===== src/rtl/alu_pkg.sv =====
// ---------------------------------------------------------------------------
// alu_pkg
// Shared types and helpers for the sequential ALU (seq_alu).
//   alu_op_e    : 2-bit operation code (ADD, SUB, MUL_LO, MUL_HI)
//   alu_state_e : control FSM states (IDLE, MUL, DONE)
//   sat_max/min : signed saturation limits for a given width (returned
//                 zero-extended to 64 bits; callers cast to their width)
// ---------------------------------------------------------------------------
package alu_pkg;

  typedef enum logic [1:0] {
    ADD    = 2'd0,
    SUB    = 2'd1,
    MUL_LO = 2'd2,
    MUL_HI = 2'd3
  } alu_op_e;

  typedef enum logic [1:0] {
    IDLE = 2'd0,
    MUL  = 2'd1,
    DONE = 2'd2
  } alu_state_e;

  // Largest signed value of the given width: 0111...1
  function automatic logic [63:0] sat_max(input int width);
    return (64'd1 << (width - 1)) - 64'd1;
  endfunction

  // Smallest signed value of the given width: 1000...0
  function automatic logic [63:0] sat_min(input int width);
    return 64'd1 << (width - 1);
  endfunction

endpackage


===== src/rtl/seq_alu_if.sv =====
// ---------------------------------------------------------------------------
// seq_alu_if
// Handshake bundle between the control unit and seq_alu.
//   request : in_valid, in_ready, op, a, b
//   response: out_valid, out_ready, result, overflow
// Modports: master = control unit side, slave = ALU side.
// ---------------------------------------------------------------------------
interface seq_alu_if #(
  parameter int WIDTH = 8
);

  logic                 in_valid;
  logic                 in_ready;
  alu_pkg::alu_op_e     op;
  logic [WIDTH-1:0]     a;
  logic [WIDTH-1:0]     b;
  logic                 out_valid;
  logic                 out_ready;
  logic [WIDTH-1:0]     result;
  logic                 overflow;

  modport master (
    output in_valid, op, a, b, out_ready,
    input  in_ready, out_valid, result, overflow
  );

  modport slave (
    input  in_valid, op, a, b, out_ready,
    output in_ready, out_valid, result, overflow
  );

endinterface


===== src/rtl/shift_add_mul.sv =====
// ---------------------------------------------------------------------------
// shift_add_mul
// Iterative unsigned WIDTH x WIDTH multiplier, one shift-add step per cycle.
// Ports:
//   clk, reset      : clock, asynchronous active-high reset
//   load            : start a new multiply with mcand/mplier
//   mcand, mplier   : unsigned operands (WIDTH)
//   busy            : high while iterations remain after the current cycle
//   product         : unsigned 2*WIDTH product, complete once busy has
//                     dropped and the final step has been taken
// ---------------------------------------------------------------------------
module shift_add_mul #(
  parameter int WIDTH = 8
) (
  input  logic               clk,
  input  logic               reset,
  input  logic               load,
  input  logic [WIDTH-1:0]   mcand,
  input  logic [WIDTH-1:0]   mplier,
  output logic               busy,
  output logic [2*WIDTH-1:0] product
);

  localparam int CW = $clog2(WIDTH);

  logic [CW-1:0]      count_reg;
  logic               run_reg;
  logic [WIDTH-1:0]   mcand_reg;
  // Upper half accumulates partial sums; lower half starts as the
  // multiplier and is shifted out LSB first as the product shifts in.
  logic [2*WIDTH-1:0] acc_reg;
  logic [WIDTH:0]     partial;

  assign partial = {1'b0, acc_reg[2*WIDTH-1:WIDTH]}
                 + (acc_reg[0] ? {1'b0, mcand_reg} : {(WIDTH+1){1'b0}});

  always_ff @(posedge clk or posedge reset) begin
    if (reset) begin
      count_reg <= '0;
      run_reg   <= 1'b0;
      mcand_reg <= '0;
      acc_reg   <= '0;
    end else if (load) begin
      count_reg <= CW'(WIDTH - 1);
      run_reg   <= 1'b1;
      mcand_reg <= mcand;
      acc_reg   <= {{WIDTH{1'b0}}, mplier};
    end else if (run_reg) begin
      acc_reg <= {partial, acc_reg[WIDTH-1:1]};
      if (count_reg == '0) begin
        run_reg <= 1'b0;
      end else begin
        count_reg <= count_reg - 1'b1;
      end
    end
  end

  // Drops in the cycle the last step is taken, so the caller can leave its
  // wait state on the same edge that completes the product.
  assign busy    = run_reg && (count_reg != '0);
  assign product = acc_reg;

endmodule


===== src/rtl/seq_alu.sv =====
// ---------------------------------------------------------------------------
// seq_alu
// Handshaked signed ALU: ADD, SUB (1 cycle) and MUL_LO/MUL_HI (WIDTH cycles,
// iterative), with signed overflow flag and optional saturation.
// Ports:
//   clk, reset : clock, asynchronous active-high reset
//   bus        : seq_alu_if slave (in_valid/in_ready/op/a/b request side,
//                out_valid/out_ready/result/overflow response side)
// All outputs are decoded from registered state only.
// ---------------------------------------------------------------------------
module seq_alu
  import alu_pkg::*;
#(
  parameter int WIDTH    = 8,
  parameter bit SATURATE = 1'b0
) (
  input  logic     clk,
  input  logic     reset,
  seq_alu_if.slave bus
);

  localparam logic [WIDTH-1:0] MAX_VAL = WIDTH'(sat_max(WIDTH));
  localparam logic [WIDTH-1:0] MIN_VAL = WIDTH'(sat_min(WIDTH));

  alu_state_e         state_reg, state_next;
  alu_op_e            op_reg;
  logic               sign_reg;
  logic [WIDTH-1:0]   sum_result_reg;
  logic               sum_overflow_reg;

  logic               accept;
  logic               is_mul_op;
  logic               mul_load;
  logic               mul_busy;
  logic [WIDTH-1:0]   a_mag, b_mag;
  logic [2*WIDTH-1:0] mul_product;
  logic [2*WIDTH-1:0] signed_product;
  logic               mul_lo_ovf;
  logic [WIDTH:0]     a_ext, b_ext, sum_ext;
  logic               sum_ovf;
  logic [WIDTH-1:0]   sum_final;

  assign accept    = bus.in_valid && (state_reg == IDLE);
  assign is_mul_op = (bus.op == MUL_LO) || (bus.op == MUL_HI);
  assign mul_load  = accept && is_mul_op;

  // Magnitudes fit in WIDTH unsigned bits, including |min| = 2^(WIDTH-1).
  assign a_mag = bus.a[WIDTH-1] ? -bus.a : bus.a;
  assign b_mag = bus.b[WIDTH-1] ? -bus.b : bus.b;

  shift_add_mul #(.WIDTH(WIDTH)) u_mul (
    .clk     (clk),
    .reset   (reset),
    .load    (mul_load),
    .mcand   (a_mag),
    .mplier  (b_mag),
    .busy    (mul_busy),
    .product (mul_product)
  );

  // Add/sub at WIDTH+1 bits; overflow when the two top bits disagree.
  assign a_ext     = {bus.a[WIDTH-1], bus.a};
  assign b_ext     = {bus.b[WIDTH-1], bus.b};
  assign sum_ext   = (bus.op == SUB) ? (a_ext - b_ext) : (a_ext + b_ext);
  assign sum_ovf   = sum_ext[WIDTH] ^ sum_ext[WIDTH-1];
  assign sum_final = (SATURATE && sum_ovf) ? (sum_ext[WIDTH] ? MIN_VAL : MAX_VAL)
                                           : sum_ext[WIDTH-1:0];

  always_ff @(posedge clk or posedge reset) begin
    if (reset) begin
      state_reg <= IDLE;
    end else begin
      state_reg <= state_next;
    end
  end

  always_ff @(posedge clk or posedge reset) begin
    if (reset) begin
      op_reg           <= ADD;
      sign_reg         <= 1'b0;
      sum_result_reg   <= '0;
      sum_overflow_reg <= 1'b0;
    end else if (accept) begin
      op_reg   <= bus.op;
      sign_reg <= bus.a[WIDTH-1] ^ bus.b[WIDTH-1];
      if (!is_mul_op) begin
        sum_result_reg   <= sum_final;
        sum_overflow_reg <= sum_ovf;
      end
    end
  end

  always_comb begin
    state_next = state_reg;
    case (state_reg)
      IDLE: if (bus.in_valid) state_next = is_mul_op ? MUL : DONE;
      MUL:  if (!mul_busy)    state_next = DONE;
      DONE: if (bus.out_ready) state_next = IDLE;
      default: state_next = IDLE;
    endcase
  end

  // Product magnitude is stable once the multiplier stops, so the signed
  // product and its selection are derived from registers only.
  assign signed_product = sign_reg ? -mul_product : mul_product;
  // MUL_LO fits only if the top WIDTH+1 bits are a pure sign extension.
  assign mul_lo_ovf = !((&signed_product[2*WIDTH-1:WIDTH-1]) ||
                        (~|signed_product[2*WIDTH-1:WIDTH-1]));

  always_comb begin
    bus.result   = sum_result_reg;
    bus.overflow = sum_overflow_reg;
    case (op_reg)
      MUL_HI: begin
        bus.result   = signed_product[2*WIDTH-1:WIDTH];
        bus.overflow = 1'b0;
      end
      MUL_LO: begin
        bus.overflow = mul_lo_ovf;
        bus.result   = (SATURATE && mul_lo_ovf)
                     ? (signed_product[2*WIDTH-1] ? MIN_VAL : MAX_VAL)
                     : signed_product[WIDTH-1:0];
      end
      default: ;
    endcase
  end

  assign bus.in_ready  = (state_reg == IDLE);
  assign bus.out_valid = (state_reg == DONE);

endmodule


===== src/flat_wrapper.sv =====
// flat-port wrapper written by rule: the top's interface ports become plain ports
module seq_alu_flat import alu_pkg::*;
#(
  parameter int WIDTH    = 8,
  parameter bit SATURATE = 1'b0
)
  (clk, reset, bus_in_valid, bus_op, bus_a, bus_b, bus_out_ready, bus_in_ready, bus_out_valid, bus_result, bus_overflow);
  seq_alu_if #(.WIDTH(WIDTH)) bus_i ();
  input  logic clk;
  input  logic reset;
  input wire logic [$bits(bus_i.in_valid)-1:0] bus_in_valid;
  input wire logic [$bits(bus_i.op)-1:0] bus_op;
  input wire logic [$bits(bus_i.a)-1:0] bus_a;
  input wire logic [$bits(bus_i.b)-1:0] bus_b;
  input wire logic [$bits(bus_i.out_ready)-1:0] bus_out_ready;
  output wire logic [$bits(bus_i.in_ready)-1:0] bus_in_ready;
  output wire logic [$bits(bus_i.out_valid)-1:0] bus_out_valid;
  output wire logic [$bits(bus_i.result)-1:0] bus_result;
  output wire logic [$bits(bus_i.overflow)-1:0] bus_overflow;
  assign bus_i.in_valid = bus_in_valid;
  assign bus_i.op = bus_op;
  assign bus_i.a = bus_a;
  assign bus_i.b = bus_b;
  assign bus_i.out_ready = bus_out_ready;
  assign bus_in_ready = bus_i.in_ready;
  assign bus_out_valid = bus_i.out_valid;
  assign bus_result = bus_i.result;
  assign bus_overflow = bus_i.overflow;
  seq_alu #(.WIDTH(WIDTH), .SATURATE(SATURATE)) u_core (.clk(clk), .reset(reset), .bus(bus_i));
endmodule

===== config.mk =====
export PLATFORM = sky130hd
export DESIGN_NAME = seq_alu_flat
export DESIGN_NICKNAME = d
export VERILOG_FILES = /design/src/rtl/alu_pkg.sv /design/src/rtl/seq_alu_if.sv /design/src/rtl/shift_add_mul.sv /design/src/rtl/seq_alu.sv /design/src/flat_wrapper.sv
export SDC_FILE = /design/constraint.sdc
export NUM_CORES = 1
export LEC_CHECK = 0
export ABC_CLOCK_PERIOD_IN_PS = 3200
export CORE_MARGIN = 4
export CORE_UTILIZATION = 50
export DETAILED_ROUTE_END_ITERATION = 8
export GPL_TIMING_DRIVEN = 0
export PLACE_DENSITY = 0.77
export SETUP_SLACK_MARGIN = 0.4
export SLEW_MARGIN = 20
export SYNTH_ARGS = -nofsm -noshare
export SYNTH_HDL_FRONTEND = slang
export SYNTH_HIERARCHICAL = 1
export SYNTH_SLANG_ARGS = --single-unit

===== constraint.sdc =====
create_clock -name clk -period 3.2 [get_ports clk]
set_clock_uncertainty 0.15 [all_clocks]
set_input_delay 0.48 -clock clk [delete_from_list [all_inputs] [get_ports clk]]
set_output_delay 0.48 -clock clk [all_outputs]
set_load 0.02 [all_outputs]

==> tab_implementation.tex <==
\begin{tabular}{lr}
\hline
Metric & Value \\
\hline
\multicolumn{2}{l}{\textbf{STA}} \\
Slew at the pin closest to its max-slew limit & 0.595 ns \\
Worst relative slew slack & 0.599 \\
Fmax achieved & $\sim$290 MHz \\
Max-slew violation total from the final report & 0 \\
Unrepaired setup endpoints after global routing & yes \\
Fin Hold WS & 0.331 ns \\
Hold violation count in the final report & 0 \\
Period utilization & 1.06 \\
Fin Setup TNS & -0.544 ns \\
\# setup viols final & 7 \\
Fin crit period & roughly 3.4 ns \\
Least setup slack across all paths after layout & -0.203 ns \\
\multicolumn{2}{l}{\textbf{Detailed routing}} \\
Count of antenna-violating nets left after detailed routing & 0 \\
DR pass1 iterations & 4 \\
Routed wirelength normalized by instance count & 16.2 um \\
Drc violations & 0 \\
Vias per std cell & between 5 and 6 \\
Total number of vias & 3214 \\
DRT iter0 DRCs & approximately 190 \\
Sum of routed wire length over all layers & roughly 9300 um \\
\multicolumn{2}{l}{\textbf{Clocking}} \\
Number of hold buffers added after cts & 0 \\
Clock sinks & 42 \\
Number of buffers created by CTS & 5 \\
Clk pin slew, worst setup/hold paths & about 0.08 ns \\
Maximum number of buffers from clock root to sink & 2 \\
Cell at the root of the clock tree & sky130\_fd\_sc\_hd\_\_clkbuf\_8 \\
CTS tree & built \\
Clock latency on the worst-skew pair & 0.29 ns \\
CTS H-tree depth & 2 \\
\multicolumn{2}{l}{\textbf{Pwr}} \\
P\_leak & between 2 and 2.5 nW \\
VDD IR max & 351 uV \\
Pwr Density & around 960 mW/mm\^{}2 \\
\multicolumn{2}{l}{\textbf{Worst setup path}} \\
Worst path max stage delay & a little under 0.5 ns \\
Worst reg2reg startpoint & u\_core/u\_mul/product[0]\$\_DFFE\_PP0P\_ \\
Type of the worst setup path & reg -> out \\
Worst setup EP type & output pin \\
Endpoint of the most critical setup path & bus\_overflow \\
Kind of launch point of the worst setup path & flop \\
Count of buffering cells on the critical path with inverters included & 3 \\
RR Endpoint & u\_core/u\_mul/product[13]\$\_DFFE\_PP0P\_ \\
Slowest stage cell, crit path & sky130\_fd\_sc\_hd\_\_o41a\_4 \\
Critical-path cell list & inv\_2, ha\_4, or3b\_4, buf\_8, o41a\_4, nor3\_4, nor3\_2, nor4\_2, a221oi\_2, buf\_4 \\
Cell family with most CP delay & simple AND/OR/NAND/NOR gates \\
Worst endpoint required time & between 2 and 3 ns \\
FF-to-FF setup slack & $\sim$0.53 ns \\
Startpoint of the most critical setup path & u\_core/u\_mul/product[1]\$\_DFFE\_PP0P\_ \\
CP Max Fanout & 4 \\
R2R depth & 10 \\
Data arrival time of the worst path & between 2 and 3 ns \\
Number of gates on the worst path with buffers counted & 10 \\
\multicolumn{2}{l}{\textbf{Synth}} \\
Post-Synthesis Mean Instance Area & around 8.8 um\^{}2 \\
Area share of the leading cell type in the synthesized netlist & 0.295 \\
Number of flops mapped to enable cells by yosys & 0 \\
Synth Instances & roughly 400 \\
Sequential element share of the synthesized area & 0.295 \\
Synth Register Bits & 42 \\
Synth Cell Area & roughly 0.0036 mm\^{}2 \\
Number of synthesis warnings & 6 \\
Distinct cell type count of the synthesized netlist & 57 \\
Top cells by area, synth & sky130\_fd\_sc\_hd\_\_dfrtp\_1, sky130\_fd\_sc\_hd\_\_ha\_1, sky130\_fd\_sc\_hd\_\_xnor2\_1 \\
Leading register cell type out of synthesis & sky130\_fd\_sc\_hd\_\_dfrtp\_1 \\
Synth area leader & sky130\_fd\_sc\_hd\_\_dfrtp\_1 \\
Proportion of register bits with asynchronous set or reset after synthesis & 1.00 \\
Synthesized net count & around 450 \\
\multicolumn{2}{l}{\textbf{Die}} \\
Die width & 92.4 um \\
Die ar. & between 0.008 and 0.009 mm\^{}2 \\
I/O pin count & 33 \\
Starting utilization of the core area & 0.519 \\
Standard cell core area & roughly 0.007 mm\^{}2 \\
Number of placement rows & 30 \\
Die Span Y & approximately 90 um \\
\multicolumn{2}{l}{\textbf{Placement}} \\
Cell Area, Placed & $\sim$0.0041 mm\^{}2 \\
Setup Slack @ Placement & -0.594 ns \\
Gpl congestion & approximately 0.9 \\
Placed wire-length estimate & 6600 um \\
Buffers on Ports & 32 \\
\multicolumn{2}{l}{\textbf{Status}} \\
Violated checks & negative setup slack \\
Run status & finished, violations left \\
\multicolumn{2}{l}{\textbf{Global route}} \\
Number of global-route vias before repair & roughly 3100 \\
First-pass GRT wire length & roughly 15000 um \\
Maximum number of pins on one net before global-route repair & 29 \\
Sum of overflow across all layers after global routing & 0 \\
GRT Util Overall & 0.214 \\
Number of antenna violations at the first check in global routing & 0 \\
\multicolumn{2}{l}{\textbf{Finish}} \\
Most frequent standard cell in the layout excluding fill and tap cells & sky130\_fd\_sc\_hd\_\_nand2\_1 \\
Diodes inserted & 0 \\
Layout cells sized above 1 & 0.290 \\
Most frequent cells in the layout & sky130\_fd\_sc\_hd\_\_nand2\_1, sky130\_fd\_sc\_hd\_\_dfrtp\_1, sky130\_fd\_sc\_hd\_\_buf\_4 \\
Final Instance Area & around 0.0047 mm\^{}2 \\
Area Growth Syn to Fin & 31.3\% \\
Final-stage net count & $\sim$520 \\
Largest register FFs & 16 \\
Utilization after layout & 0.681 \\
\multicolumn{2}{l}{\textbf{Worst hold path}} \\
Path category of the worst min-delay check & reg -> reg \\
Start point of the worst min-delay path & u\_core/sum\_result\_reg[7]\$\_DFFE\_PP0P\_ \\
\multicolumn{2}{l}{\textbf{Job}} \\
Total of max-cap violations & 0 \\
\hline
\end{tabular}
timing repair:
item,4_1_cts,5_1_grt
gates resized for setup,98,44
buffers inserted,19,13
pin swaps,25,17
setup endpoints to repair,11,11
tightest hold or removal path, stage by stage (launching register included):
cell and delay [ns]:
sky130_fd_sc_hd__dfrtp_1 0.35, sky130_fd_sc_hd__nand2_1 0.04, sky130_fd_sc_hd__o21ai_0 0.06
Yosys cell counts (all sizes together), types with 7 or more instances:
master and instances:
nor2 25, clkbuf 12, o21ai 34, ha 22, a21oi 16, mux2 13, xnor2 28, mux2i 10
buf 8, nor3 10, xor2 14, and2 9, nand2b 16, a21o 7, dfrtp 42, inv 16
a211oi 8, nand2 43
report_power, final:
| group | switching, mW | internal (mW) | leakage [nW] | total (mW) |
|---|---|---|---|---|
| registers | 0.277 | 0.786 | 0.511 | 1.06 |
| clock network | 0.180 | 0.173 | 0.0472 | 0.353 |
| logic | 1.58 | 1.50 | 1.51 | 3.08 |
how the worst min path moves through the flow:
| stage | slack, ns | cells past startpoint | end |
|---|---|---|---|
| 4_1_cts | 0.33 | 1 | u_core/state_reg[0]$_DFFE_PP0P_ |
| 5_1_grt | 0.33 | 1 | u_core/state_reg[0]$_DFFE_PP0P_ |
| 6_report | 0.33 | 2 | u_core/sum_result_reg[7]$_DFFE_PP0P_ |
| 3_5_place_dp | 0.32 | 1 | u_core/state_reg[0]$_DFFE_PP0P_ |
| 3_3_place_gp | 0.31 | 1 | u_core/state_reg[0]$_DFFE_PP0P_ |
| 2_1_floorplan | 0.22 | 1 | u_core/op_reg[0]$_DFFE_PP0P_ |
kinds of logic after synthesis:
group,Yosys count,synth area share
multiplexers,23,0.0691
AND/OR/NAND/NOR,141,0.203
buffers and inverters,36,0.0460
AO/OA/AOI/OAI,98,0.187
flip-flops,42,0.295
adder cells (fa/ha/maj),24,0.0885
XOR/XNOR,43,0.112
layer usage:
layer,part of all wire,up-vias,track usage
met4,0.018,0,0.0446
met2,0.50,67,0.373
met5,0,-,0
met1,0.43,1546,0.290
met3,0.048,14,0.0203
li1,-,1587,-
per-stage QoR:
| stage | std cells | total power, mW |
|---|---|---|
| 2_1_floorplan | 407 | 2.86 |
| 3_3_place_gp | 535 | 3.49 |
| 3_5_place_dp | 535 | 3.56 |
| 4_1_cts | 562 | 4.25 |
| 5_1_grt | 575 | 4.82 |
| 6_report | 575 | 4.50 |
cell type report:
type	count	area (um^2)
inverter	16	60.1
clock inverter	2	12.5
fill	532	2190
timing repair buffer	64	557
sequential	42	1050
tap	96	120
multi-input combinational	329	2680
clock buffer	6	82.6
buffer	20	116
Note: power is estimated with default switching activity, not from simulation.
